### src/rtl/light_monitor.sv
// Safety monitor for the traffic light interface.
// Latches the first rule violation as a sticky fault code.
module light_monitor #(
  parameter int unsigned CNT_W = 32,
  parameter logic [CNT_W-1:0] MIN_YELLOW = 100000000,
  parameter logic [CNT_W-1:0] ALL_RED_MIN = 50000000,
  parameter logic [CNT_W-1:0] MAX_DWELL = 1300000000
) (
  input  logic       clk,
  input  logic       reset,
  input  logic [2:0] Light1,
  input  logic [2:0] Light2,
  input  logic       TurnLight,
  input  logic       Emergency,
  input  logic       PowerOutage,
  input  logic       ClearFault,
  output logic       Fault,
  output logic [2:0] FaultCode,
  output logic [7:0] FaultCount
);

  localparam logic [2:0] RED = 3'b100;
  localparam logic [2:0] YEL = 3'b010;
  localparam logic [2:0] GRN = 3'b001;
  localparam logic [2:0] OFF = 3'b000;

  logic [2:0]       l1q, l2q;
  logic             tlq, prev_valid;
  logic [CNT_W-1:0] yel1, yel2, allred, stable;
  logic [2:0]       code_n;
  logic             chg1, chg2, chg_any, wd;
  logic             both_red;

  function automatic logic bad_enc(input logic [2:0] l);
    return !(l inside {RED, YEL, GRN, OFF});
  endfunction

  function automatic logic legal(
    input logic [2:0] p,
    input logic [2:0] c,
    input logic       em
  );
    logic ok;
    ok = (p == GRN && c == YEL) ||
         (p == YEL && c == RED) ||
         (p == RED && c == GRN);
    if (p == GRN && c == RED && em) ok = 1'b1;
    if ((p == OFF || c == OFF) && em) ok = 1'b1;
    return ok;
  endfunction

  function automatic logic [CNT_W-1:0] sat(
    input logic [CNT_W-1:0] v
  );
    return (&v) ? v : v + 1'b1;
  endfunction

  always_comb begin
    code_n   = 3'd0;
    chg1     = prev_valid && (Light1 != l1q);
    chg2     = prev_valid && (Light2 != l2q);
    chg_any  = (Light1 != l1q) || (Light2 != l2q) ||
               (TurnLight != tlq);
    wd       = !PowerOutage && (stable >= MAX_DWELL);
    both_red = (Light1 == RED) && (Light2 == RED);
    if (bad_enc(Light1) || bad_enc(Light2))
      code_n = 3'd1;
    else if (!PowerOutage && Light1 != RED &&
             Light2 != RED)
      code_n = 3'd2;
    else if (!PowerOutage &&
             ((chg1 && !legal(l1q, Light1, Emergency)) ||
              (chg2 && !legal(l2q, Light2, Emergency))))
      code_n = 3'd3;
    else if (!PowerOutage &&
             ((chg1 && l1q == YEL && Light1 == RED &&
               yel1 < MIN_YELLOW) ||
              (chg2 && l2q == YEL && Light2 == RED &&
               yel2 < MIN_YELLOW)))
      code_n = 3'd4;
    else if (!PowerOutage && allred < ALL_RED_MIN &&
             ((chg1 && l1q == RED && Light1 == GRN) ||
              (chg2 && l2q == RED && Light2 == GRN)))
      code_n = 3'd5;
    else if (TurnLight && (Light1 != RED || Light2 != RED))
      code_n = 3'd6;
    else if (wd)
      code_n = 3'd7;
  end

  always_ff @(posedge clk) begin
    if (reset) begin
      l1q        <= OFF;
      l2q        <= OFF;
      tlq        <= 1'b0;
      prev_valid <= 1'b0;
      yel1       <= '0;
      yel2       <= '0;
      allred     <= '0;
      stable     <= '0;
      Fault      <= 1'b0;
      FaultCode  <= 3'd0;
      FaultCount <= 8'd0;
    end else begin
      l1q        <= Light1;
      l2q        <= Light2;
      tlq        <= TurnLight;
      prev_valid <= 1'b1;
      // Entry cycle counts as the first yellow cycle.
      yel1 <= (Light1 != YEL) ? '0 :
              (l1q == YEL) ? sat(yel1) : CNT_W'(1);
      yel2 <= (Light2 != YEL) ? '0 :
              (l2q == YEL) ? sat(yel2) : CNT_W'(1);
      allred <= both_red ? sat(allred) : '0;
      stable <= (chg_any || PowerOutage || wd) ?
                '0 : sat(stable);
      if (code_n != 3'd0) begin
        Fault <= 1'b1;
        if (!Fault || ClearFault) FaultCode <= code_n;
        if (FaultCount != 8'hff)
          FaultCount <= FaultCount + 8'd1;
      end else if (ClearFault) begin
        Fault     <= 1'b0;
        FaultCode <= 3'd0;
      end
    end
  end

endmodule
### config.mk
export PLATFORM = sky130hd
export DESIGN_NAME = light_monitor
export DESIGN_NICKNAME = d
export VERILOG_FILES = /design/src/rtl/light_monitor.sv
export SDC_FILE = /design/constraint.sdc
export NUM_CORES = 1
export LEC_CHECK = 0
export ABC_AREA = 1
export CORE_MARGIN = 1
export CORE_UTILIZATION = 40
export CTS_BUF_LIST = sky130_fd_sc_hd__clkbuf_16
export CTS_CLUSTER_SIZE = 20
export DETAILED_ROUTE_END_ITERATION = 8
export SKIP_CTS_REPAIR_TIMING = 1
export SLEW_MARGIN = 15
export SYNTH_ARGS = -nofsm -noshare
export SYNTH_HDL_FRONTEND = slang
export SYNTH_SLANG_ARGS = --single-unit
### constraint.sdc
create_clock -name clk -period 3.02 [get_ports clk]
set_input_delay 0.604 -clock clk [delete_from_list [all_inputs] [get_ports clk]]
set_output_delay 0.604 -clock clk [all_outputs]
set_load 0.02 [all_outputs]
* Yosys cells after proc, flatten, opt, wreduce, memory -nomap -nowiden
Index checks and enable logic that the tools add are counted.
** Storage, ports and cells
- Bits in registers :: 148
- Logic and storage cells :: 150
** Cells by class
- Bitwise operators :: 3
- Reductions and logical operators :: 77
- Multiplexer cells :: 25
- Add/subtract/negate cells :: 5
- Equal/unequal tests :: 23
- Magnitude comparators :: 4
** Operators with widths (number)
- 32-bit by 1-bit adder with 32-bit output, second input constant :: 4
- 32-bit AND reduction :: 4
- 32-bit by 27-bit < comparator with 1-bit output, second input constant :: 2
- 1-bit logical AND :: 35
- 32-bit by 31-bit greater-or-equal comparator with 1-bit output, second input constant :: 1
- 32-bit by 26-bit < comparator with 1-bit output, second input constant :: 1
- 3-bit two-way mux :: 10
- 1-bit logical OR :: 16
- 1-bit two-way mux :: 15
- 3-bit by 1-bit equality test with 1-bit output, second input constant :: 4
- 3-bit by 2-bit equality test with 1-bit output, second input constant :: 4
- 3-bit equality test, second input constant :: 4
- 3-bit logical NOT :: 4
- 8-bit by 1-bit adder with 8-bit output, second input constant :: 1
- 8-bit != test, second input constant :: 1
- 4-bit nonzero test :: 2
- 2-bit OR reduction :: 4
- 1-bit logical NOT :: 6
- 3-bit by 2-bit != test with 1-bit output, second input constant :: 2
- 3-bit != test :: 2
- 3-bit != test, second input constant :: 2
- 3-bit OR reduction :: 2
- 2-bit != test, second input constant :: 2
- 2-bit AND reduction :: 2
- other kinds (5) :: 7

* Longest topological paths before layout
Gate-level depths: netlist (run 1).
- Depth after elaboration :: 18
- Mapped depth :: 18
- Mapped depth without buffers :: 18

* Worst setup path before layout (run 1)
OpenSTA, ideal clock, no wires.
- Path type :: input to register
- Start :: input Light2[0]
- End :: register FaultCount[1]
- Data arrival time :: 1959 ps
- Stages on the path :: 18
- Slack :: 945 ps
- Library setup time :: 116 ps
- Path buffers :: 0
- Cell sequence :: inv_1 -> nand2_2 -> nor2_2 -> inv_1 -> nor2_1 -> nor2_1 -> inv_1 -> nand3_1 -> nand2_1 -> nand2_1 -> nand2_1 -> nand2_1 -> nand2_2 -> nor2_8 -> inv_2 -> nand2_4 -> o21ai_0 -> nor2_1
** Between the ends
- Longest elaborated chain between the ends :: 17
- Elaborated cells on any way between the ends :: 47
- Those cells by class :: 5 x eq/ne; 10 x mux; 32 x reduce/logical
** Ends and longest elaborated chain
- start, declared :: line 12 : input logic [2:0] Light2,
- 3-bit by 2-bit equality test with 1-bit output / 3-bit equality test (equally long branches)
- 1-bit logical AND, on equally long branches :: line 44, 45
- 1-bit logical OR :: line 44 : ok = (p == GRN && c == YEL) ||
- 1-bit logical OR :: line 45 : (p == YEL && c == RED) ||
- 1-bit two-way mux :: line 47 : if (p == GRN && c == RED && em) ok = 1'b1;
- 1-bit two-way mux :: line 48 : if ((p == OFF || c == OFF) && em) ok = 1'b1;
- 1-bit two-way mux :: line 68 : else if (!PowerOutage && Light1 != RED &&
- 1-bit two-way mux :: line 66 : if (bad_enc(Light1) || bad_enc(Light2))
- 1-bit logical NOT :: line 73 : (chg2 && !legal(l2q, Light2, Emergency))))
- 1-bit logical AND :: line 73
- 1-bit logical OR :: line 72 : ((chg1 && !legal(l1q, Light1, Emergency)) ||
- 1-bit logical AND :: line 71 : else if (!PowerOutage &&
- 3-bit two-way mux :: line 71
- 3-bit two-way mux :: line 68
- 3-bit two-way mux (*) :: line 66
- 3-bit nonzero test (*) :: line 117 : if (code_n != 3'd0) begin
- 2-bit AND reduction (no line) (*)
- end signal, assigned :: line 121 : FaultCount <= FaultCount + 8'd1;
- end, declared :: line 19 : output logic [7:0] FaultCount
Mark *: on every way between the ends. The rest lies on a longest branch, timed or not. The select of a mux whose other input is x is not followed.
A chain may end at the register's enable or synchronous reset.

* Worst setup path after layout (run 1)
- Start :: register yel2[0]
- End :: register yel2[31]
** Between the ends
- Longest elaborated chain between the ends :: 1
- Elaborated cells on any way between the ends :: 2
- Those cells by class :: 1 x add/sub; 1 x reduce/logical
** Ends and longest elaborated chain
- start, declared :: line 29 : logic [CNT_W-1:0] yel1, yel2, allred, stable;
- start signal, assigned :: line 112 : yel2 <= (Light2 != YEL) ? '0 :
- 32-bit by 1-bit adder with 32-bit output / 32-bit AND reduction (equally long branches) :: line 55 : return (&v) ? v : v + 1'b1;
Several ways; a longest one is shown, not always the timed one.

==> results of run 1 <==
Yosys cell counts, drive strengths merged:
cell type  instances
o21ai             75
a221oi             1
nor2             167
or2                3
or4                1
a2111oi            2
inv              235
or3                2
o21bai             3
clkinv             1
and3               3
xor2              36
o221ai             1
nor3b              1
ha                 6
nand4             36
nor3              81
nand2            268
o211ai             2
a21oi             80
conb               1
buf                2
nor4b              1
dfxtp            148
xnor2              8
nor4              18
nand3             94
o211a              2
nand3b             4
o21a               5
and2               3
a31oi              4
clkbuf            11
per-stage QoR:
step | utilization | hold WS [ns] | area (um2)
after floorplan | - | 0.424 | 8440
after global placement | 0.443 | 0.437 | 9040
after detailed placement | 0.443 | 0.438 | 9040
after CTS | 0.475 | 0.447 | 9700
after global routing | 0.475 | 0.465 | 9700
final | 0.475 | 0.445 | 9700
power by group through the flow:
stage | Clock [mW] | Sequential [mW] | Combinational (mW)
final | 2.37 | 1.99 | 0.178
after global routing | 2.51 | 1.99 | 0.198
after CTS | 2.41 | 1.99 | 0.179
after detailed placement | 0 | 2.03 | 0.178
after global placement | 0 | 2.03 | 0.177
after floorplan | 0 | 2.04 | 0.0985
sequential cells by signal, indices dropped and copies added, names as in the netlist:
name / count
allred: 32
stable: 32
yel1: 32
yel2: 32
FaultCount: 8
FaultCode: 3
l1q: 3
l2q: 3
Fault: 1
prev_valid: 1
tlq: 1
final cells by class:
cell class	count	area [um2]	area share
Clock buffer	17	425	0.0439
Multi-Input combinational cell	908	4540	0.468
Sequential cell	148	2960	0.306
Clock inverter	15	230	0.0237
Timing Repair Buffer	33	318	0.0328
Inverter	236	886	0.0913
Tap cell	270	338	0.0348
kinds of logic (layout without fill, tap and decap cells):
family                     Yosys count  after routing  share of synthesized area
and+or+nand+nor                    682            682                      0.372
DFF                                148            148                      0.351
AOI/OAI and AO/OA                  175            175                      0.111
xor gates and xnor gates            44             44                     0.0457
adders and majority gates            6              6                    0.00890
other                                1              1                   0.000444
buffers and inverters              249            301                      0.111
worst max-delay path, cell delays in order (launching register included):
cell,delay [ns]
dfxtp_1,0.33
ha_1,0.23
nand2_1,0.09
nor2_1,0.06
nand2_1,0.19
nor2_1,0.11
nand3_2,0.17
nand4_1,0.16
nor3_2,0.20
nand3_1,0.15
nor2_1,0.30
nand3_1,0.15
nand2_1,0.08
nand2_1,0.04
nor2_1,0.08
path summary, 6_finish.rpt:
| check | start | to | slack (ns) | cells after the start |
|---|---|---|---|---|
| hold / removal | stable[4] | stable[4] | 0.44 | 2 |
| setup reg to reg | yel2[0] | yel2[31] | 0.61 | 14 |
| setup / recovery | yel2[0] | yel2[31] | 0.61 | 14 |
| hold reg to reg | stable[4] | stable[4] | 0.44 | 2 |
routing by layer:
metal / routed length (um) / share of wire / global-route usage / vias up
li1: - / - / - / 4291
met1: 9830 / 0.50 / 0.253 / 3515
met2: 8900 / 0.45 / 0.308 / 124
met3: 701 / 0.035 / 0.0388 / 33
met4: 330 / 0.017 / 0.0660 / 0
met5: 0 / 0 / 0 / -
==> reports/results.ini, run 1 <==
[outcome]
status = complete, no violations

[floorplan]
die_h_um = 147
ios = 24
start_util = 0.413
core-area_um2 = 20400
dieArea_um2 = 21700
dieWidth_um = 147
row_count = 52

[finish]
final_cell_mix = nand2_1, inv_1, nor2_1
stdcell_count = 1627
area_growth_pct = 14.9
n_antenna_cell = 0
layout_commonest_cell = nand2_1
final_layout_size_suffix_gt1_frac = 0.0575
fillCellCount = 2101
nNetsFinal = 1362

[routing]
ant_nets = 0
post_drt_via_cell_ratio = 4.89
initialDrtViolationCount = 476
postRouteWirelength_um = 19800
wl_per_cell_um = 12.2
drc = 0
dr.pass1.iters = 5
via_count = 7963

[timing]
final.min_clock_period_ns = 2.41
min_period_over_period = 0.799
slew_headroom = 0.424
finalMaxSlewViolations = 0
setup_tns_ns = 0
rsz0062_at_grt = false
setup_viol = 0
fin_skew_ns = 0.0140
finalHoldViolations = 0
max_freq_mhz = 414
setup_ws_ns = 0.606
tightest_slew_ns = 0.858

[synthesis]
postSynthAreaPerCell_um2 = 6.47
synth_cell_types = 50
synth.cell_area_um2 = 8440
synth_top_area_frac = 0.351
syn_nets = 1323
yosys_warnings = 0
syn_inst = 1305
synth_largest_area_cell = dfxtp_1
yosysSeqAreaShare = 0.351
ys_top_cells_by_area = dfxtp_1, nand2_1, inv_1, nor2_1, nand3_1
ys_ff_latch = 148

[grt]
antenna_found_initial = 0
grt_max_degree = 24
grt.total_usage = 0.191
grt_first_pass_wirelength_um = 34000
grt_overflow = 0
grt_pass1_vias = 7414

[worst_setup_path]
critPathCaptureType = flip-flop
crit_arrival_ns = 2.79
crit_type = reg -> reg
cp_max_fo = 8
worstPathRequired_ns = 3.39
worstSetupStartpointType = flip-flop

[job]
cap_viol_max_count = 0

[power_and_ir_drop]
switching_share = 0.225
seq_power_share = 0.438
power_density_nw_per_um2 = 468
power.clock.fraction = 0.523
total_power_mw = 4.54
p_leak_nw = 3.96
intPower_mw = 3.52
p_comb_frac = 0.039
ir_worst_vdd_uv = 358
switchingPower_mw = 1.02

[cts]
numCtsBuffers = 17
ctsLongestPathBuffers = 2
clk_latency_ns = 0.43
htreeDepth = 4
cts.sinks = 148
clockRootBuffer = clkbuf_16
cts_tree = built
path_clk_slew_ns = 0.06

[min_path]
hold_class = reg -> reg

[placed_design]
dpl.cell_count = 1595
numPortBuffers = 23
dp_hpwl_um = 14900
place_congestion = 0.875
place_ws_ns = 0.247

Power figures use the tool's default switching activity.
==> run 2: changes to the inputs <==
clock period = 2.2 ns   (was 3.02 ns; I/O delays follow)
==> run 2 against run 1 <==
Compared with the run above:
- sequential power grew 37%
- critical path depth decreased by 3
- routed wire length up 5.9%
- critical path type unchanged
- highest routed layer unchanged
==> reports/results.ini, run 2 (synthesis results as in run 1) <==
[routing]
highest_layer = met4
routed-wl-met2_um = 9760  ; +9.6%
ant_nets = 0  ; unchanged
wl_met3_um = 729  ; +4.0%
drc = 0  ; unchanged
postRouteWirelength_um = 20900  ; +5.9%
via_count = 8412  ; +5.6%
dr.pass1.iters = 5  ; unchanged
wl_met1_um = 10200  ; +3.9%
initialDrtViolationCount = 419  ; -12%
post_drt_via_cell_ratio = 4.95  ; +1.0%
wl_per_cell_um = 12.3  ; +1.3%

[worst_setup_path]
worst_path_max_delay_cell = dfxtp_1
critPathCaptureType = flip-flop
cp_max_fo = 4  ; -4
r2r_end = allred[27]
cp_cell_sequence = buf_4 -> nand3_1 -> nor2_1 -> inv_1 -> nor2_1 -> inv_1 -> nor4_2 -> nand4_1 -> xor2_1 -> o21ai_0 -> inv_1
worstSetupStartpointType = flip-flop
cp_num_buf_inv = 4  ; +4
rr_startpoint = allred[0]
reg2reg_slack_ns = 0.14  ; -0.46 ns
worstPathRequired_ns = 2.51  ; -0.88 ns
crit_arrival_ns = 2.37  ; -0.42 ns
crit_type = reg -> reg
crit_top_cell = inv_1
reg2reg_depth = 11  ; -3
crit_family = simple AND/OR/NAND/NOR gates
critPathMaxStageDelay_ns = 0.34  ; about the same

[power_and_ir_drop]
intPower_mw = 4.47  ; +27%
p_leak_nw = 4.44  ; +12%
switching_share = 0.227  ; +0.00196
power.clock.fraction = 0.476  ; -0.047
p_comb_frac = 0.051  ; +0.012
power_density_nw_per_um2 = 552  ; +18%
ir_worst_vdd_uv = 452  ; +26%
switchingPower_mw = 1.31  ; +28%
seq_power_share = 0.473  ; +0.035

[timing]
finalMaxSlewViolations = 0  ; unchanged
setup_tns_ns = 0  ; unchanged
finalHoldViolations = 0  ; unchanged
setup_viol = 0  ; unchanged
rsz0062_at_grt = true
tightest_slew_ns = 0.493  ; -0.365 ns
min_period_over_period = 0.935  ; +0.136
max_freq_mhz = 486  ; +17%
slew_headroom = 0.669  ; +0.245
final.min_clock_period_ns = 2.06  ; -0.356 ns
fin_skew_ns = 0.0107  ; -0.00325 ns

[placed_design]
dp_hpwl_um = 15800  ; +5.9%
numPortBuffers = 23  ; unchanged
place_congestion = 0.860  ; -1.6%
dpl.cell_count = 1663  ; +4.3%

[finish]
fillCellCount = 2102  ; +0.048%
nNetsFinal = 1437  ; +5.5%
stdcell_count = 1701  ; +4.5%
final_layout_size_suffix_gt1_frac = 0.165  ; +0.108
fin_util = 0.512  ; +0.0377
area_growth_pct = 24.1
layout_commonest_cell = nand2_1
final_cell_mix = nand2_1, inv_1, nor2_1

[grt]
grt_max_degree = 18  ; -25%
grt_overflow = 0  ; unchanged
grt.total_usage = 0.196  ; +0.00541
grt_first_pass_wirelength_um = 35000  ; +3.2%
grt_pass1_vias = 7716  ; +4.1%
antenna_found_initial = 0  ; unchanged

[floorplan]
dieArea_um2 = 21700  ; unchanged
start_util = 0.413  ; unchanged
die_h_um = 147  ; unchanged
ios = 24  ; unchanged
row_count = 52  ; unchanged
core-area_um2 = 20400  ; unchanged
dieWidth_um = 147  ; unchanged

[min_path]
hold_start = Light1[0]
holdPathEnd = l1q[0]
hold_depth = 3  ; +1
hold_class = in -> reg

[cts]
numCtsBuffers = 17  ; unchanged
clk_latency_ns = 0.42  ; about the same
ctsLongestPathBuffers = 2  ; unchanged
htreeDepth = 4  ; unchanged
path_clk_slew_ns = 0.06  ; about the same
clockRootBuffer = clkbuf_16
cts_tree = built
cts.sinks = 148  ; unchanged

[outcome]
status = complete, no violations

[job]
cap_viol_max_count = 0  ; unchanged

## run 2: changes by cell type in the layout (fill, tap and decap cells not counted), moves of 9 or more
| cell | before | now |
|---|---|---|
| inv_1 | 230 | 221 |
| buf_4 | 9 | 84 |
| nand2_2 | 4 | 16 |
| dfxtp_2 | 0 | 21 |
| inv_2 | 5 | 14 |
| nor2_1 | 162 | 142 |
| dfxtp_1 | 148 | 124 |
| nor2_2 | 3 | 19 |
| nand2_1 | 263 | 251 |
## run 2: worst max-delay path by stage
| stage | startpoint | endpoint | depth (start not counted) |
|---|---|---|---|
| after floorplan | yel2[0] | yel2[31] | 13 |
| after global placement | Light2[1] | FaultCount[1] | 19 |
| after detailed placement | Light2[1] | FaultCount[1] | 19 |
| after CTS | Light2[1] | FaultCount[1] | 19 |
| after global routing | yel2[14] | FaultCount[7] | 16 |
| final | allred[0] | allred[27] | 11 |
## run 2: power by group through the flow
stage,registers [mW],clock network (mW),logic (mW)
floorplan,2.80,0,0.135
global placement,2.79,0,0.271
detailed placement,2.79,0,0.274
CTS,2.73,2.83,0.276
global route,2.73,2.96,0.321
finish,2.73,2.75,0.293
## run 2: area by class of cell
class	count	area (um2)	share of cell area
Sequential cell	148	3000	0.287
Multi-Input combinational cell	908	4800	0.458
Timing Repair Buffer	108	896	0.0856
Clock buffer	17	425	0.0406
Inverter	236	888	0.0849
Clock inverter	13	120	0.0115
Antenna cell	1	2.50	0.000239
Tap cell	270	338	0.0323
## run 2: per-layer routing
metal  GRT usage  up-vias
li1            -     4439
met1       0.259     3810
met2       0.326      142
met3      0.0388       21
met4      0.0521        0
met5           0        -
## run 2: worst min-delay path: cells and delay by family
family | cells | cell delay, ns
buf+inv | 2 | 0.25
simple gates | 1 | 0.05
## run 2: per-stage QoR
stage	setup WS, ns	instance area (um2)	hold slack [ns]	power [mW]
global route	-0.0233	10500	0.361	6.01
detailed placement	-0.468	9550	0.440	3.07
finish	0.142	10500	0.354	5.78
floorplan	0.235	8440	0.424	2.94
global placement	-0.390	9550	0.437	3.06
CTS	-0.0320	10100	0.449	5.84
==> run 3: changes to the inputs <==
ABC_AREA = default   (was 1)
CORE_ASPECT_RATIO = 1.4   (was default)
==> run 3 against run 2 <==
Compared with the run above:
- the run now ends with negative setup slack left
- first-iteration DRC count is 42% lower
- power is 5.9% higher
- highest routed layer unchanged
- via count is 22% lower
- sequential share of layout area is 1.7 points higher
- die area is 15% lower
- global-route usage is 0.83 points lower
- combinational power is 10% lower
==> reports/results.ini, run 3 <==
[placed_design]
place_congestion = 0.808  ; -6.1%
numPortBuffers = 23  ; unchanged
dpl-instance-area_um2 = 8830  ; -7.6%
place_ws_ns = -0.663  ; -0.194 ns
dp_hpwl_um = 12000  ; -24%

[worst_setup_path]
cp_max_fo = 6  ; +2
rr_startpoint = allred[13]
crit_arrival_ns = 2.65  ; +0.28 ns
worstSetupStartpointType = flip-flop
critPathCaptureType = flip-flop
reg2reg_slack_ns = -0.14  ; -0.28 ns
crit_type = reg -> reg
r2r_end = FaultCount[0]
reg2reg_depth = 7  ; -4
worstPathRequired_ns = 2.51  ; about the same

[finish]
multi_input_area_um2 = 4330  ; -9.7%
final_layout_size_suffix_gt1_frac = 0.237  ; +0.0720
final_cell_mix = buf_4, nor2_1, dfxtp_1
nNetsFinal = 1064  ; -26%
n_antenna_cell = 0  ; -1
layout_commonest_cell = buf_4
area_growth_pct = 36.6
finalInstanceArea_um2 = 9830  ; -6.1%
seqCellArea_um2 = 2980  ; -0.67%
fin_util = 0.562  ; +0.0500
fillCellCount = 1586  ; -25%

[grt]
antenna_found_initial = 0  ; unchanged
grt_pass1_vias = 6402  ; -17%
grt_overflow = 0  ; unchanged
grt_first_pass_wirelength_um = 27900  ; -20%
grt.total_usage = 0.188  ; -0.00832
grt_max_degree = 32  ; +14

[floorplan]
dieWidth_um = 115  ; -22%
dieArea_um2 = 18500  ; -15%
start_util = 0.412  ; -0.00150
die_h_um = 161  ; +9.1%
core-area_um2 = 17500  ; -14%
row_count = 57  ; +9.6%
ios = 24  ; unchanged

[timing]
finalMaxSlewViolations = 0  ; unchanged
fin_skew_ns = 0.00758  ; -0.00313 ns
setup_tns_ns = -1.02  ; -1.02 ns
setup_viol = 11  ; +11
rsz0062_at_grt = true
finalHoldViolations = 0  ; unchanged
max_freq_mhz = 428  ; -12%
setup_ws_ns = -0.137  ; -0.280 ns
min_period_over_period = 1.06  ; +0.127
final.min_clock_period_ns = 2.34  ; +0.280 ns

[routing]
postRouteWirelength_um = 16700  ; -20%
initialDrtViolationCount = 241  ; -42%
post_drt_via_cell_ratio = 5.09  ; +2.9%
drc = 0  ; unchanged
wl_per_cell_um = 12.9  ; +5.0%
ant_nets = 0  ; unchanged
via_count = 6592  ; -22%
dr.pass1.iters = 4  ; -1

[min_path]
holdPathEnd = l2q[2]
hold_depth = 2  ; -1
hold_class = in -> reg
hold_start = Light2[2]

[cts]
ctsLongestPathBuffers = 2  ; unchanged
path_clk_slew_ns = 0.06  ; about the same
clockRootBuffer = clkbuf_16
cts.sinks = 148  ; unchanged
htreeDepth = 4  ; unchanged
clk_latency_ns = 0.42  ; about the same
cts_tree = built
numCtsBuffers = 17  ; unchanged

[synthesis]
yosys_warnings = 0  ; unchanged
synth_edf_count = 0  ; unchanged
yosysMostFrequentCell = dfxtp_1
yosysSeqAreaShare = 0.412  ; +0.0609
synth_top_area_frac = 0.412  ; +0.0609
synth_largest_area_cell = dfxtp_1
ys_top_cells_by_area = dfxtp_1, xor2_1, nor2_1, xnor2_1, nand2_1
syn_inst = 864  ; -34%
synthFlopType = dfxtp_1
syn_nets = 882  ; -33%
synth_cell_types = 57  ; +14%
ys_ff_latch = 148  ; unchanged
synth_commonest_cells = dfxtp_1, nor2_1, nand2_1, xor2_1, nand3_1
async_flop_share = 0  ; unchanged
postSynthAreaPerCell_um2 = 8.32  ; +29%
synth.cell_area_um2 = 7190  ; -15%

[outcome]
violations = negative setup slack
status = finished with violations

[job]
cap_viol_max_count = 0  ; unchanged

[power_and_ir_drop]
total_power_mw = 6.12  ; +5.9%
power_density_nw_per_um2 = 623  ; +13%
ir_worst_vdd_uv = 419  ; -7.2%
p_leak_nw = 3.47  ; -22%

-- run 3: critical path: stages, from the launching register on --
cell and delay [ns]:
dfxtp_2 0.34, nand3_2 0.09, a211o_1 0.30, a211o_1 0.35
a222oi_1 0.46, and3_4 0.35, nor2b_4 0.06, mux2_4 0.29
-- run 3: layout make-up --
cell class,instances,share of cell area
timing repair buffer,186,0.153
inverter,19,0.00726
tap,236,0.0301
multi-input combinational,674,0.441
sequential,148,0.303
clock buffer,17,0.0433
clock inverter,15,0.0219
-- run 3: how the worst max path moves through the flow --
stage	from	endpoint	slack (ns)	depth (start not counted)
2_1_floorplan	Light2[2]	FaultCount[7]	-0.01	8
3_3_place_gp	Light2[2]	FaultCount[7]	-0.63	9
3_5_place_dp	Light2[2]	FaultCount[7]	-0.66	8
4_1_cts	Light2[2]	FaultCount[7]	-0.23	9
5_1_grt	allred[13]	FaultCount[0]	-0.20	7
6_report	allred[13]	FaultCount[0]	-0.14	7
-- run 3: report_power, final --
group          switching [mW]  internal (mW)
Sequential             0.0248           2.70
Combinational           0.128          0.135
Clock                    1.13           2.00
Total                    1.28           4.84
-- run 3: metal layers --
layer | share of wire | global-route usage
met1 | 0.43 | 0.214
met2 | 0.53 | 0.338
met3 | 0.027 | 0.0411
met4 | 0.019 | 0.0679
met5 | 0 | 0
-- run 3: through the flow --
step | instances | hold WS, ns
floorplan | 864 | 0.436
global placement | 1255 | 0.455
detailed placement | 1255 | 0.462
CTS | 1287 | 0.472
global route | 1295 | 0.424
finish | 1295 | 0.415
-- run 3: cells by family (layout without fill, tap and decap cells) --
family	after synthesis	after routing	share of synthesized area
AO/OA/AOI/OAI	91	91	0.0821
XOR/XNOR	113	113	0.138
adder cells (fa/ha/maj)	6	6	0.0104
buffers and inverters	42	237	0.0237
flip-flops	148	148	0.412
multiplexers	6	6	0.00870
other	1	1	0.000522
AND/OR/NAND/NOR	457	457	0.325
